`src/rtl/lcd_px_stage_pkg.sv`:
```
// lcd_pkg: shared state encoding, pixel type and default geometry for the LCD pixel stage
package lcd_pkg;
  typedef enum logic [2:0] {OFF, WAIT_FRAME, HSYNC, ACTIVE, DONE} state_t;
  typedef logic [1:0] px_t;
  localparam int PX_PER_LINE_D = 160;
  localparam int LINES_D = 154;
  localparam int VISIBLE_LINES_D = 144;
endpackage

```
`src/rtl/lcd_px_stage_fifo.sv`:
```
// lcd_px_fifo: small pixel FIFO with flush; a push in a flush cycle lands as the sole entry
module lcd_px_fifo import lcd_pkg::*; #(
  parameter int DEPTH = 8
) (
  input  logic                     clk,
  input  logic                     reset,
  input  logic                     push,
  input  logic                     pop,
  input  logic                     flush,
  input  px_t                      din,
  output px_t                      dout,
  output logic [$clog2(DEPTH):0]   count,
  output logic                     full,
  output logic                     empty
);
  localparam int AW = $clog2(DEPTH);
  localparam int CW = AW + 1;
  px_t mem [DEPTH];
  logic [AW-1:0] rd, wr;
  logic wr_en, rd_en;
  assign full = count == CW'(DEPTH);
  assign empty = count == '0;
  assign wr_en = push & (!full | flush);
  assign rd_en = pop & !empty & !flush;
  assign dout = mem[rd];
  // pointer and occupancy tracking; flush empties the queue before any same-cycle push
  always_ff @(posedge clk or posedge reset)
    if (reset) begin
      rd <= '0;
      wr <= '0;
      count <= '0;
    end else if (flush) begin
      rd <= '0;
      wr <= AW'(wr_en);
      count <= CW'(wr_en);
    end else begin
      rd <= rd + AW'(rd_en);
      wr <= wr + AW'(wr_en);
      count <= count + CW'(wr_en) - CW'(rd_en);
    end
  // storage array, written at slot 0 when the push rides along with a flush
  always_ff @(posedge clk)
    if (wr_en) mem[flush ? '0 : wr] <= din;
endmodule

```
`src/rtl/lcd_px_stage.sv`:
```
// lcd_px_stage: PPU-to-LCD pixel output stage; define LCD_PX_STATS_EN for drop/short-line counters
module lcd_px_stage import lcd_pkg::*; #(
  parameter int FIFO_DEPTH    = 8,
  parameter int PX_PER_LINE   = PX_PER_LINE_D,
  parameter int LINES         = LINES_D,
  parameter int VISIBLE_LINES = VISIBLE_LINES_D,
  parameter int HSYNC_LEN     = 2
) (
  input  logic       clk,
  input  logic       reset,
  input  logic       lcdc_on,
  input  logic       line_start,
  input  logic       frame_start,
  input  logic       in_push,
  input  px_t        in_px,
  output logic       in_full,
  output logic       disp_on,
  output logic       hsync,
  output logic       vsync,
  output logic       px_out,
  output px_t        px,
  output logic       err_ovf,
`ifdef LCD_PX_STATS_EN
  output logic [7:0] stat_drop,
  output logic [7:0] stat_short,
`endif
  output logic       err_short
);
  localparam int LW = $clog2(LINES);
  localparam int PW = $clog2(PX_PER_LINE + 1);
  localparam int HW = $clog2(HSYNC_LEN) + 1;
  localparam int CW = $clog2(FIFO_DEPTH) + 1;
  state_t state, state_n;
  logic [LW-1:0] line_cnt, line_n, line_nx;
  logic [PW-1:0] px_cnt, px_n;
  logic [HW-1:0] hs_cnt, hs_n;
  logic [CW-1:0] fifo_count;
  logic fifo_empty, vs_n, busy, restart, vis, elig, push_ok, pop, flush, ovf_ev, short_ev;
  px_t fifo_dout;
  assign busy = state inside {HSYNC, ACTIVE, DONE};
  assign restart = lcdc_on & busy & line_start;
  assign line_nx = (frame_start || line_cnt == LW'(LINES - 1)) ? '0 : line_cnt + 1'b1;
  assign vis = (restart ? line_nx : line_cnt) < LW'(VISIBLE_LINES);
  assign elig = lcdc_on & busy & in_push & vis;
  assign push_ok = elig & (!in_full | restart);
  assign ovf_ev = elig & in_full & !restart;
  assign short_ev = restart & state == ACTIVE & px_cnt < PW'(PX_PER_LINE);
  assign pop = lcdc_on & !line_start & state == ACTIVE & fifo_count != '0;
  assign flush = !lcdc_on | restart;
  lcd_px_fifo #(.DEPTH(FIFO_DEPTH)) u_fifo (
    .clk(clk), .reset(reset), .push(push_ok), .pop(pop), .flush(flush), .din(in_px),
    .dout(fifo_dout), .count(fifo_count), .full(in_full), .empty(fifo_empty)
  );
  // line/frame sequencing: line_start always wins over the per-state progression
  always_comb begin
    state_n = state;
    line_n = line_cnt;
    px_n = px_cnt;
    hs_n = hs_cnt;
    vs_n = vsync;
    if (!lcdc_on) begin
      state_n = OFF;
      vs_n = 1'b0;
    end else if (restart) begin
      state_n = HSYNC;
      line_n = line_nx;
      px_n = '0;
      hs_n = '0;
      vs_n = line_nx == '0;
    end else case (state)
      OFF: state_n = WAIT_FRAME;
      WAIT_FRAME: if (frame_start) begin
        state_n = HSYNC;
        line_n = '0;
        px_n = '0;
        hs_n = '0;
        vs_n = 1'b1;
      end
      HSYNC: begin
        hs_n = hs_cnt + 1'b1;
        if (hs_cnt == HW'(HSYNC_LEN - 1)) state_n = line_cnt < LW'(VISIBLE_LINES) ? ACTIVE : DONE;
      end
      ACTIVE: if (pop && !fifo_empty) begin
        px_n = px_cnt + 1'b1;
        if (px_cnt == PW'(PX_PER_LINE - 1)) state_n = DONE;
      end
      default: ;
    endcase
  end
  // state and registered driver-side outputs; error flags hold until the LCD is disabled
  always_ff @(posedge clk or posedge reset)
    if (reset) begin
      state <= OFF;
      line_cnt <= '0;
      px_cnt <= '0;
      hs_cnt <= '0;
      disp_on <= 1'b0;
      hsync <= 1'b0;
      vsync <= 1'b0;
      px_out <= 1'b0;
      px <= '0;
      err_ovf <= 1'b0;
      err_short <= 1'b0;
    end else begin
      state <= state_n;
      line_cnt <= line_n;
      px_cnt <= px_n;
      hs_cnt <= hs_n;
      disp_on <= state_n != OFF;
      hsync <= state_n == HSYNC;
      vsync <= vs_n;
      px_out <= pop;
      px <= pop ? fifo_dout : '0;
      err_ovf <= lcdc_on & (err_ovf | ovf_ev);
      err_short <= lcdc_on & (err_short | short_ev);
    end
`ifdef LCD_PX_STATS_EN
  // saturating event counters, cleared together with the error flags
  always_ff @(posedge clk or posedge reset)
    if (reset) begin
      stat_drop <= '0;
      stat_short <= '0;
    end else begin
      stat_drop <= lcdc_on ? stat_drop + 8'(ovf_ev & ~&stat_drop) : '0;
      stat_short <= lcdc_on ? stat_short + 8'(short_ev & ~&stat_short) : '0;
    end
`endif
endmodule

```
`config.mk`:
```
export PLATFORM = sky130hd
export DESIGN_NAME = lcd_px_stage
export DESIGN_NICKNAME = d
export VERILOG_FILES = /design/src/rtl/lcd_px_stage_pkg.sv /design/src/rtl/lcd_px_stage_fifo.sv /design/src/rtl/lcd_px_stage.sv
export SDC_FILE = /design/constraint.sdc
export NUM_CORES = 1
export LEC_CHECK = 0
export CAP_MARGIN = 20
export CORE_ASPECT_RATIO = 1.75
export CORE_UTILIZATION = 30
export CTS_CLUSTER_DIAMETER = 120
export DETAILED_ROUTE_END_ITERATION = 7
export GPL_TIMING_DRIVEN = 0
export MAX_ROUTING_LAYER = met4
export PLACE_DENSITY_LB_ADDON = 0.15
export SYNTH_ARGS = -nofsm -noshare
export SYNTH_HDL_FRONTEND = slang
export SYNTH_HIERARCHICAL = 1
export SYNTH_SLANG_ARGS = --single-unit
```
`constraint.sdc`:
```
create_clock -name clk -period 4.3 [get_ports clk]
set_clock_uncertainty 0.2 [all_clocks]
set_input_delay 0.86 -clock clk [delete_from_list [all_inputs] [get_ports clk]]
set_output_delay 0.86 -clock clk [all_outputs]
set_load 0.1 [all_outputs]
```
==> out/qor.yml <==
status: "finished clean"
n_antenna_cell: 0
portBuffers: 16
fillers: 971
insertion_delay_ns: 0.30
ys_types: 61
regArea_mm2: 0.00146
antenna_found_initial: 0
async_flop_share_pct: 70.9
dpl_worst_slack_ns: -0.338
multi_input_area_mm2: 0.00143
p_switching_uw: 375
num_vias: 2225
crit_family: "simple AND/OR/NAND/NOR gates"
synth_edf_count: 16
core_mm2: 0.00959
routed_wl_mm: 6.86
htreeDepth: 2
slew_violations: 0
clock_path_buffers: 2
cts_hold_buf: 0
die-area_mm2: 0.0104
wl_per_cell_um: 15.8
pwr-share-clk_pct: 33.2
crit_start: "lcdc_on"
netlist_area_mm2: 0.00299
routabilityCongestion: 0.826
grt_max_degree: 22
critPathLaunchType: "input pin"
path_cells: "clkdlybuf4s50_1 -> clkbuf_4 -> and2_2 -> o21ai_1 -> buf_2 -> or4_1 -> nand2_1 -> a22oi_2 -> o21ai_1 -> ha_1 -> inv_1 -> ha_1 -> fa_1 -> nor2b_1"
viasPerCell: 5.14
powerDensity_mw_per_mm2: 357
cp.required_ns: 4.28
grt_pass1_wl_mm: 11.6
cp.arrival_ns: 4.10
maxSlewHeadroom_pct: 35.2
yosysSeqAreaShare_pct: 48.7
cts_made_buffers: 5
avgSynthCellArea_um2: 10.5
synth_cells: 286
setup_violations: 0
min_from: "hs_cnt[1]"
clock_sinks: 55
grt_pass1_vias: 2244
syn_to_final_growth_pct: 16.9
grt_overflow: 0
drt_iter0_markers: 63
dpl.cell_count: 425
path_max_fanout: 10
ant_nets: 0
comb_power_share_pct: 18.9
hold_path.class: "flop to flop"
period_share_pct: 95.6
layout-drive-gt1-share_pct: 10.3
start_util_pct: 31.2
setup_tns_ns: 0
finalNonFillerCells: 433
synth_nets: 309
min_period_ns: 4.11
hold_viol_final: 0
crit_path_end_kind: "flop"
num_rows: 47
die_x_um: 77.5
ys.flop_type: "dfrtp_1"
path_clk_slew_ns: 0.07
ir_drop_mv: 0.156
pin_count: 17
cts_tree: "done"
intPower_uw: 874
dp_hpwl_mm: 5.22
sequentialPowerShare_pct: 47.9
fin_ws_ns: 0.188
slowest_delay_ns: 0.52
crit_buf_inv: 4
max_freq_mhz: 243
postCtsSetupBuffers: 0
cap_violations: 0
r2r_slack_ns: 0.64
rsz0062_at_grt: "no"
die_h_um: 134
critPathKind: "input pin to flop"
r2r-start: "line_cnt[1]"
switching_share_pct: 30.0
drc_errors: 0
leakagePower_uw: 0.00139
ys_seq_elements: 55
grtUsageTotal_pct: 15.2
max_slew.worst_pin.slew_ns: 0.968
drt_pass1_iterations: 4
cts-root-buf: "clkbuf_16"
nNetsFinal: 333
ys_warn_count: 6
slowest_stage: "or4_1"
## power groups by stage
stage / Combinational (uW) / Sequential (uW) / Clock, uW
4_1_cts: 238 / 599 / 434
3_5_place_dp: 237 / 610 / 0
2_1_floorplan: 150 / 625 / 0
3_3_place_gp: 234 / 609 / 0
6_report: 236 / 599 / 414
5_1_grt: 268 / 606 / 450
## placed cells by master, fill, tap and decap left out, drive strengths merged, types with 5 or more instances in the layout
| cell | count |
|---|---|
| dfrtp | 39 |
| o21ai | 25 |
| nor2 | 20 |
| nand2 | 19 |
| inv | 19 |
| clkdlybuf4s50 | 16 |
| edfxtp | 16 |
| ha | 14 |
| a21oi | 14 |
| nor3 | 11 |
| clkbuf | 11 |
| or3 | 9 |
| nand3 | 8 |
| nor2b | 7 |
| nand2b | 7 |
| xnor2 | 6 |
| buf | 6 |
| nor3b | 6 |
| and2 | 5 |
## worst register-to-register path: stages (launching register included)
cell and delay (ns):
dfrtp_1 0.45, inv_1 0.10, ha_1 0.14, nor4bb_1 0.54, a211o_2 0.34, o221ai_1 0.19, a22oi_2 0.27, o21ai_1 0.17
ha_1 0.30, inv_1 0.04, ha_1 0.20, fa_1 0.38, xnor2_1 0.19, nor2_1 0.05
## routing by layer
layer	vias up	global-route usage, %	part of all wire (%)
li1	1101	-	-
met1	1082	15.4	38
met2	30	28.2	57
met3	12	2.24	1.9
met4	0	6.81	2.6
met5	-	-	0
## synthesized netlist by cell type (all sizes together) (2+ instances only)
master   n  area share, %
a21o     2           0.50
a21oi   14            2.5
a22o     2           0.59
a31o     2           0.88
a31oi    3           0.63
a41oi    2           0.59
and2     5            1.0
and3     2           0.42
and4     2           0.59
buf      6            1.2
clkbuf   4           0.50
dfrtp   39             33
edfxtp  16             16
ha      14            5.9
inv     18            2.3
mux2     3            1.1
mux4     4            3.3
nand2   19            2.4
nand2b   7            1.7
nand3    8            1.3
nand3b   2           0.50
nand4    3           0.63
nor2    20            2.5
nor2b    7            1.5
nor3    11            1.8
nor3b    6            1.7
nor4     2           0.42
o21ai   25            4.2
o22ai    2           0.42
or3      9            1.9
or3b     2           0.59
or4      2           0.63
xnor2    6            1.8
## worst paths after layout
kind                                         to  depth (start not counted)
worst max-delay path            u_fifo/count[1]                         14
worst min-delay path                  hs_cnt[1]                          2
worst max register to register  u_fifo/count[2]                         13
worst min register to register        hs_cnt[1]                          2
max in group asynchronous             hs_cnt[0]                          3
min in group asynchronous       u_fifo/count[1]                          2
## metrics by stage
stage                     cell area, um2  hold slack (ns)  power (uW)  utilization, %
after floorplan                     2990            0.267         775               -
after global placement              3300            0.299         844            34.5
after detailed placement            3330            0.302         847            34.8
after CTS                           3480            0.323        1270            36.3
after global routing                3500            0.355        1320            36.5
final                               3500            0.312        1250            36.5
## what timing repair did
item | CTS | global route
endpoints found under the hold margin | 0 | 0
resized for setup | 1 | 6
cloned | 0 | 0
endpoints found under the setup margin | 2 | 3
## cell families after synthesis
logic type | Yosys count | share of synthesized area, %
AOI/OAI and AO/OA | 64 | 13.7
muxes | 7 | 4.39
adders and majority gates | 15 | 6.52
and+or+nand+nor | 110 | 20.7
xor gates and xnor gates | 7 | 2.05
buffers and inverters | 28 | 3.97
DFF | 55 | 48.7
## flip-flops by register name, indices dropped and copies added (netlist names), 2 cells and up
name and flops:
hs_cnt 2, line_cnt 8, px 2, px_cnt 8, state 3, u_fifo/count 4, u_fifo/mem 16, u_fifo/rd 3
u_fifo/wr 3
## layout make-up
type | instances | area share (%)
sequential | 55 | 41.7
tap | 122 | 4.37
clock buffer | 6 | 3.69
inverter | 18 | 1.93
multi-input combinational | 203 | 40.9
timing repair buffer | 17 | 5.37
clock inverter | 2 | 0.465
buffer | 10 | 1.57
Note: power is estimated with default switching activity, not from simulation.
